--- config.mk ---
export PLATFORM = sky130hd
export DESIGN_NAME = serial_restoring_div_top
export DESIGN_NICKNAME = d
export VERILOG_FILES = /design/src/rtl/div_pkg.sv /design/src/rtl/restoring_div_step.sv /design/src/rtl/serial_restoring_div_top.sv
export SDC_FILE = /design/constraint.sdc
export NUM_CORES = 1
export LEC_CHECK = 0
export CAP_MARGIN = 0
export CORE_MARGIN = 2
export CORE_UTILIZATION = 54
export CTS_CLUSTER_DIAMETER = 80
export DETAILED_ROUTE_END_ITERATION = 16
export GPL_TIMING_DRIVEN = 0
export HOLD_SLACK_MARGIN = 0.08
export PLACE_DENSITY = 0.79
export SYNTH_ARGS = -nofsm -noshare
export SYNTH_HDL_FRONTEND = slang
export SYNTH_SLANG_ARGS = --single-unit
--- constraint.sdc ---
create_clock -name clk -period 2.8 [get_ports clk]
set_input_delay 0.56 -clock clk [delete_from_list [all_inputs] [get_ports clk]]
set_output_delay 0.56 -clock clk [all_outputs]
set_load 0.005 [all_outputs]
--- src/rtl/div_pkg.sv ---
// div_pkg: shared state encoding and counter sizing for the serial restoring divider
package div_pkg;
    typedef enum logic {IDLE, CALC} div_state_e;
    function automatic int cnt_w(input int width);
        return $clog2(2 * width + 1);
    endfunction
endpackage

--- src/rtl/restoring_div_step.sv ---
// restoring_div_step: one combinational restoring-division step (shift in, trial subtract, restore)
module restoring_div_step #(
    parameter int WIDTH = 8
) (
    input  logic [WIDTH:0]   p,
    input  logic             din,
    input  logic [WIDTH-1:0] divisor,
    output logic [WIDTH:0]   p_next,
    output logic             q
);
    logic [WIDTH:0] ps;
    logic [WIDTH:0] diff;
    assign ps     = {p[WIDTH-1:0], din};
    assign diff   = ps - {1'b0, divisor};
    assign q      = ps >= {1'b0, divisor};
    assign p_next = q ? diff : ps;
endmodule

--- src/rtl/serial_restoring_div_top.sv ---
// serial_restoring_div_top: bit-serial restoring divider, 2*WIDTH / WIDTH, one quotient bit per clock
module serial_restoring_div_top
    import div_pkg::*;
#(
    parameter int HALF_WIDTH = 4,
    parameter int WIDTH      = HALF_WIDTH * 2
) (
    input  logic                 clk,
    input  logic                 rst,
    input  logic                 start,
    input  logic [2*WIDTH-1:0]   dividend,
    input  logic [WIDTH-1:0]     divisor,
    output logic                 busy,
    output logic                 done,
    output logic [2*WIDTH-1:0]   quotient,
    output logic [WIDTH-1:0]     remainder,
    output logic                 div_zero
);
    localparam int CW = cnt_w(WIDTH);
    div_state_e state, state_n;
    logic [CW-1:0]      cnt;
    logic [2*WIDTH-1:0] dvd;
    logic [2*WIDTH-1:0] qsh;
    logic [WIDTH-1:0]   dvs;
    logic [WIDTH:0]     p;
    logic [WIDTH:0]     p_next;
    logic               q;
    logic               dz_pend;
    logic               last;
    restoring_div_step #(.WIDTH(WIDTH)) u_step (
        .p      (p),
        .din    (dvd[2*WIDTH-1]),
        .divisor(dvs),
        .p_next (p_next),
        .q      (q)
    );
    assign last = cnt == CW'(2 * WIDTH - 1);
    assign busy = state == CALC;
    always_comb begin
        state_n = state;
        if (state == IDLE)
            state_n = start ? CALC : IDLE;
        else
            state_n = last ? IDLE : CALC;
    end
    always_ff @(posedge clk or posedge rst) begin
        if (rst) state <= IDLE;
        else     state <= state_n;
    end
    // div_zero is captured at accept but only published with the results it describes
    always_ff @(posedge clk or posedge rst) begin
        if (rst) begin
            cnt       <= '0;
            dvd       <= '0;
            qsh       <= '0;
            dvs       <= '0;
            p         <= '0;
            dz_pend   <= 1'b0;
            done      <= 1'b0;
            quotient  <= '0;
            remainder <= '0;
            div_zero  <= 1'b0;
        end else begin
            done <= 1'b0;
            if (state == IDLE && start) begin
                dvd     <= dividend;
                dvs     <= divisor;
                p       <= '0;
                cnt     <= '0;
                dz_pend <= divisor == '0;
            end else if (state == CALC) begin
                p   <= p_next;
                dvd <= dvd << 1;
                qsh <= {qsh[2*WIDTH-2:0], q};
                cnt <= cnt + 1'b1;
                if (last) begin
                    quotient  <= {qsh[2*WIDTH-2:0], q};
                    remainder <= p_next[WIDTH-1:0];
                    div_zero  <= dz_pend;
                    done      <= 1'b1;
                end
            end
        end
    end
endmodule

**Yosys cells after proc, flatten, opt, wreduce, memory -nomap -nowiden**

Cells that the tools add are included.

- Shifts and indexed selects: 0
- Bitwise logic cells: 2
- Add/sub/neg operators: 2
- Multiply operators: 0
- Reductions and logical operators: 5
- Equality and inequality tests: 1
- Magnitude comparators: 1
- Muxes and demuxes: 13
- Div/mod/pow operators: 0

Operators with widths:

| kind | number |
|---|---|
| $mux 16 | 2 |
| $mux 8 | 3 |
| $mux 5 | 2 |
| $ge 9x8->1 | 1 |
| $logic_not 8->1 | 1 |
| $sub 8x8->8 | 1 |
| $mux 1 | 6 |
| $add 5x1->5 const B | 1 |
| $eq 5x4->1 const B | 1 |
| $reduce_and 3->1 | 1 |
| $not 1->1 | 2 |
| $reduce_and 2->1 | 1 |
| $reduce_bool 2->1 | 1 |
| $logic_and 1x1->1 | 1 |

- Flip-flop bits (word level): 80
- Memories: 0
- Output and inout bits: 27
- Bits in latches: 0
- ROM bits: 0
- Logic and storage cells: 35
- RAM bits: 0
- Input port bits: 27

**Longest topological paths before layout**

Gate-level depths: netlist of run 1.

- Depth after elaboration: 4
- Mapped depth: 8
- Mapped depth without buffers: 8

**Hierarchy**

A second synthesis of run 1 with hierarchy kept.

- Cell total of the unflattened synthesis: 305
- Area total of the unflattened synthesis: 3769.9 um2

By module, submodules not included:

| module | cells an instance | area an instance (um2) | instances | seq. area each (um2) |
|---|---|---|---|---|
| serial_restoring_div_top | 229 | 3223.1 | 1 | 2026.9 |
| restoring_div_step | 76 | 546.8 | 1 | 0.0 |

**Least setup slack after synthesis of run 1**

Ideal clock, no wire load.

- Path type: register to register
- Start: reg p[5]
- End: reg remainder[7]
- Required time: 2.658 ns
- Arrival: 1.709 ns
- Clock period less this slack: 1.850 ns
- Setup slack: 0.950 ns
- Library setup time: 0.142 ns
- Path buffers: 0
- Stages on the path, launching flop included: 7
- Cell sequence: dfrtp_1 > ha_1 > a21o_1 > or4_1 > mux2_2 > nand4_1 > a31oi_1

- Word-level cells in the longest chain between the ends: 2
- Elaborated cells on any way between the ends: 3
- Those cells by class: add/sub (1); order compare (1); mux (1)

RTL lines:

| item | RTL line | text |
|---|---|---|
| from (decl) | serial_restoring_div_top.sv:25 | `logic [WIDTH:0] p;` |
| from (signal assigned) | serial_restoring_div_top.sv:72 | `p <= p_next;` |
| $sub 8x8->8 or $ge 9x8->1 (tied branches) | restoring_div_step.sv:14, restoring_div_step.sv:15 |  |
| $mux 8 (*) | restoring_div_step.sv:16 | `assign p_next = q ? diff : ps;` |
| to (signal assigned) | serial_restoring_div_top.sv:78 | `remainder <= p_next[WIDTH-1:0];` |
| to (decl) | serial_restoring_div_top.sv:16 | `output logic [WIDTH-1:0] remainder,` |

Mark *: on every way between the ends. The rest lies on a longest branch, timed or not.
A chain may end at the register's enable or synchronous reset.

**Final worst setup path of run 1**

- Start: reg p[5]
- End: reg p[5]

- Word-level cells in the longest chain between the ends: 4

RTL lines:

| item | RTL line | text |
|---|---|---|
| $ge 9x8->1 | restoring_div_step.sv:15 | `assign q = ps >= {1'b0, divisor};` |
| $mux 8 | restoring_div_step.sv:16 |  |
| $mux 8 | serial_restoring_div_top.sv:71 | `end else if (state == CALC) begin` |
| $mux 8 | serial_restoring_div_top.sv:65 | `if (state == IDLE && start) begin` |

No other way between the ends. The select of a mux whose other input is x is not followed.

==> reports/results.ini, run 1 <==
[outcome]
outcome = finished, final reports clean

[synthesis]
syn_area_um2 = 3760
ys_top_cells_by_count = 82 x nand2_1, 80 x dfrtp_1, 36 x o21ai_0, 16 x mux2_2, 16 x mux2i_1
synth_area_leaders = dfrtp_1 53%, nand2_1 8.2%, o21ai_0 4.8%, mux2_2 4.8%, mux2i_1 4.3%
synthArstFlopShare_pct = 100
synth_top_area_share_pct = 53.2
synth_compound_area_share_pct = 12.2
synth_ff_type = dfrtp_1
yosysTopAreaCell = dfrtp_1
synth_cell_types = 47
synth-seq-cells = 80
synth.avg_cell_area_um2 = 10.1
yosys.area_share.simple_pct = 16.3
syn_nets = 409
seq_area_frac_synth_pct = 53.2
synthMostInstantiatedCell = nand2_1
synthCells = 371
synth-edff-count = 0
synthAdderAreaFrac_pct = 3.86
synthMuxAreaShare_pct = 9.05
yosys_warnings = 0
synthXorXnorAreaFrac_pct = 1.40
synth_top_family_by_area = simple AND/OR/NAND/NOR gates

[cts]
clockBufferDepth = 2
cts_made_buffers = 9
cts_post_setup_buffers_inserted = 0
path_clk_slew_ns = 0.09
cts_root_buf = clkbuf_8
htree_levels = 3
postCtsHoldBufs = 0
cts.repair.resized = 0
cts_tree = done
worstSkewPairLatency_ns = 0.36
cts.sinks = 80

[finish]
nets = 473
area_growth_pct = 22.0
instances_no_fill = 520
drive_gt1_share_pct = 10.5
fillers = 553
diodes = 0
fin_area_um2 = 4590

[timing]
grt_setup_unrepaired = false
slew_violations = 0
period_minus_slack_ns = 2.17
worst_clock_skew_ns = 0.00865
setup_viol = 0
min_period_over_period_pct = 77.7
fin_setup_tns_ns = 0
tightest_slew_ns = 0.539
timing.hold.ws_ns = 0.443
clock.fmax_mhz = 460
finalHoldViolCount = 0
slew_headroom_pct = 64.1

[global_routing]
antenna_found_initial = 0
grt_max_degree = 71
grt_pass1_wl_mm = 13.1
grt_pass1_vias = 2766
overflow = 0
grt_usage_pct = 22.5

[worst_setup_path]
start_kind = flip-flop
reg2reg_depth = 6
worst_setup_path_end_kind = flip-flop
crit_path_max_fanout = 8
required_ns = 3.03
path_class = reg2reg
cp_data_arrival_time_ns = 2.41

[die]
die_h_um = 87.4
fp.coreArea_um2 = 6760
die_w_um = 87.4
die-area_um2 = 7650
top_level_ports = 54
initial_core_util_pct = 55.6
rows = 30

[power]
p_leak_uw = 0.00204
netSwitchingFraction_pct = 40.3
power_density_nw_per_um2 = 1230
pwr-share-comb_pct = 49.6
p_switching_uw = 2280
p_seq_share_pct = 36.7
pwr-share-clk_pct = 13.7
vdd_drop_max_mv = 0.535
internal_power_uw = 3380

[detailed_routing]
routed_wl_mm = 7.75
drc = 0
dr_total_vias = 2904
drt-wirelength-per-cell_um = 14.9
ant_nets = 0
first_pass_iters = 4
viasPerCell = 5.58
first_iter_violations = 181

[placement]
globalplace.congestion = 0.876
post_dp_cell_area_um2 = 4410
io_buffers = 52
dp.cells = 504
hpwlAfterDp_mm = 5.62

[hold_path]
hold_path.class = in2async

[flow_run]
drv_cap = 0

## final timing paths
kind	start	slack (ns)	endpoint
max in group asynchronous	rst	1.80	quotient[12]$_DFFE_PP0P_
min in group clk	quotient[8]$_DFFE_PP0P_	0.48	quotient[8]$_DFFE_PP0P_
min reg2reg	quotient[8]$_DFFE_PP0P_	0.48	quotient[8]$_DFFE_PP0P_
max	p[5]$_DFFE_PP0P_	0.63	p[5]$_DFFE_PP0P_
min	rst	0.44	quotient[6]$_DFFE_PP0P_
max reg2reg	p[5]$_DFFE_PP0P_	0.63	p[5]$_DFFE_PP0P_
## metrics by stage
stage / setup slack [ns] / util [%] / total power, uW
global placement: -1.05 / 64.8 / 4770
finish: 0.626 / 67.9 / 5650
global route: 0.471 / 67.9 / 6120
detailed placement: 0.696 / 65.3 / 4890
floorplan: 0.188 / - / 3910
CTS: 0.681 / 67.9 / 5670
## power by group through the flow
stage	clock, uW	sequential, uW	combinational [uW]
final	775	2070	2800
after CTS	794	2070	2810
after floorplan	0	2010	1900
after global routing	848	2140	3140
after global placement	0	2070	2700
after detailed placement	0	2090	2800
## state kept, by name (all words and copies together), names as in the netlist
| register | flops |
|---|---|
| busy | 1 |
| qsh | 15 |
| dvd | 16 |
| div_zero | 1 |
| dvs | 8 |
| done | 1 |
| p | 8 |
| dz_pend | 1 |
| remainder | 8 |
| cnt | 5 |
| quotient | 16 |
## critical path, stage by stage (launching register included)
cell	delay [ns]
dfrtp_1	0.44
ha_1	0.36
a21o_1	0.22
a211oi_2	0.32
o21ai_2	0.20
o21ai_0	0.36
o221ai_1	0.15
## placed cells by master (no fill, tap or decap), types with 7 or more instances in the layout
cell type        instances
nand2_1                 82
dfrtp_1                 80
clkdlybuf4s50_1         52
o21ai_0                 36
mux2_2                  16
mux2i_1                 16
inv_1                   14
clkbuf_1                12
nor2_1                  11
ha_1                    10
nand4_1                  9
clkbuf_8                 9
a21oi_1                  8
nand3b_1                 7
## area by class of cell
type,instances,area (um2),area share (%)
Sequential cell,80,2000,43.6
Clock buffer,9,124,2.70
Timing Repair Buffer,53,548,11.9
Clock inverter,7,53.8,1.17
Inverter,16,62.6,1.36
Tap cell,80,100,2.18
Buffer,20,87.6,1.91
Multi-Input combinational cell,255,1610,35.1
## per-layer routing
metal	track usage [%]	part of all wire [%]
met1	30.3	47
met2	35.7	46
met3	4.45	5.1
met4	9.51	2.3
met5	0	0
## kinds of logic after synthesis
group / Yosys count
xor gates and xnor gates: 6
adders and majority gates: 11
muxes: 32
and+or+nand+nor: 134
buffers and inverters: 36
DFF: 80
AOI/OAI and AO/OA: 72
(Power assumes the default switching activity.)
==> inputs of run 2 (changes only) <==
==> constraint.sdc (replaced) <==
create_clock -name clk -period 2.2 [get_ports clk]
set_input_delay 0.44 -clock clk [delete_from_list [all_inputs] [get_ports clk]]
set_output_delay 0.44 -clock clk [all_outputs]
set_load 0.005 [all_outputs]
==> reports/results.ini, run 2 (synthesis results as in run 1) <==
[global_routing]
antenna_found_initial = 0
grt_max_degree = 44
overflow = 0
grt_pass1_vias = 2814
grt_usage_pct = 22.8
grt_pass1_wl_mm = 13.3

[timing]
period_minus_slack_ns = 2.16
slew_violations = 0
setup_viol = 0
worst_clock_skew_ns = 0.0111
tightest_slew_ns = 0.827
clock.fmax_mhz = 463
slew_headroom_pct = 44.8
min_period_over_period_pct = 98.1
finalHoldViolCount = 0
fin_setup_tns_ns = 0

[cts]
path_clk_slew_ns = 0.09
worstSkewPairLatency_ns = 0.37
cts_root_buf = clkbuf_8
cts_tree = done
cts.sinks = 80
cts_made_buffers = 9
clockBufferDepth = 2
htree_levels = 3
postCtsHoldBufs = 0

[die]
die_w_um = 87.4
rows = 30
die_h_um = 87.4
initial_core_util_pct = 55.6
die-area_um2 = 7650
fp.coreArea_um2 = 6760
top_level_ports = 54

[finish]
largestRegisters = dvd x16, quotient x16, qsh x15
final_cell_mix = 82 x nand2_1, 80 x dfrtp_1, 52 x clkdlybuf4s50_1
seq_area_um2 = 2000
area_growth_pct = 23.5
nets = 473
drive_gt1_share_pct = 11.8
diodes = 0
fillers = 537
instances_no_fill = 520
multi_input_area_um2 = 1650
layout_commonest_cell = nand2_1

[worst_setup_path]
required_ns = 2.45
worst_setup_path_end_kind = flip-flop
start_kind = flip-flop
rr_startpoint = p[5]$_DFFE_PP0P_
path_class = reg2reg
crit_path_max_fanout = 10
rrSetupSlack_ns = 0.04
r2r_end = p[1]$_DFFE_PP0P_
reg2reg_depth = 7
slowest_stage = dfrtp_1
cp_data_arrival_time_ns = 2.40
worst_path_largest_cell_delay_ns = 0.44
cp_cell_sequence = ha_1, a21o_1, a211oi_2, o21a_1, buf_6, nand4_1, o311ai_1
path_buf_inv = 1
crit_family = compound AO/OA/AOI/OAI gates
cp-startpoint = p[5]$_DFFE_PP0P_

[power]
vdd_drop_max_mv = 0.722
p_leak_uw = 0.00204
power_density_nw_per_um2 = 1620

[placement]
hpwlAfterDp_mm = 5.72
io_buffers = 52
globalplace.congestion = 0.858
dp.cells = 504

[outcome]
outcome = finished, final reports clean

[flow_run]
drv_cap = 0

[hold_path]
holdPathStages = 2
holdPathEnd = quotient[15]$_DFFE_PP0P_
min_from = qsh[14]$_DFFE_PP0P_
hold_path.class = reg2reg

[detailed_routing]
first_pass_iters = 4
drt-wirelength-per-cell_um = 15.4
dr_total_vias = 2941
drc = 0
viasPerCell = 5.66
routed_wl_mm = 7.99
first_iter_violations = 222
ant_nets = 0

-- run 2: report_power, final --
group / total, uW / internal, uW / switching, uW
logic: 3760 / 1770 / 1980
registers: 2630 / 2180 / 450
clock network: 1120 / 534 / 589
-- run 2: per-layer routing --
layer | GRT usage (%) | wire [um]
met1 | 30.8 | 3720
met2 | 35.7 | 3740
met3 | 3.22 | 314
met4 | 11.6 | 215
met5 | 0 | 0
-- run 2: stage by stage --
| step | cell area [um2] | worst slack [ns] | power [uW] | util [%] | hold slack, ns |
|---|---|---|---|---|---|
| finish | 4640 | 0.0422 | 7510 | 68.7 | 0.472 |
| detailed placement | 4400 | 0.0911 | 6230 | 65.2 | 0.458 |
| global route | 4640 | -0.0209 | 8100 | 68.7 | 0.501 |
| global placement | 4380 | -0.0303 | 6080 | 64.9 | 0.449 |
| CTS | 4610 | 0.0571 | 7380 | 68.2 | 0.471 |
| floorplan | 3760 | 0.350 | 4980 | - | 0.435 |
-- run 2: worst max-delay path by stage --
stage	endpoint	slack [ns]	cells past startpoint
floorplan	remainder[7]$_DFFE_PP0P_	0.35	6
global placement	dvs[7]$_DFFE_PP0P_	-0.03	2
detailed placement	p[5]$_DFFE_PP0P_	0.09	6
CTS	p[6]$_DFFE_PP0P_	0.06	8
global route	p[1]$_DFFE_PP0P_	-0.02	7
finish	p[1]$_DFFE_PP0P_	0.04	7
-- run 2: area by class of cell --
| class | count | share of cell area [%] |
|---|---|---|
| sequential | 80 | 43.1 |
| multi-input combinational | 255 | 35.4 |
| timing repair buffer | 53 | 11.6 |
| clock buffer | 9 | 2.67 |
| tap | 80 | 2.16 |
| buffer | 20 | 1.94 |
| clock inverter | 7 | 1.67 |
| inverter | 16 | 1.37 |
-- run 2: timing repair --
| item | CTS | global route |
|---|---|---|
| gates resized for setup | 0 | 10 |
| endpoints found under the setup margin | 0 | 7 |
| buffers inserted | 0 | 0 |
-- run 2: worst register-to-register path: cells and delay by family, from the launching register on --
kind / cells / cell delay [ns]
fa+ha+maj: 1 / 0.36
buf+inv: 1 / 0.16
flops: 1 / 0.44
compound gates: 4 / 0.96
simple gates: 1 / 0.11
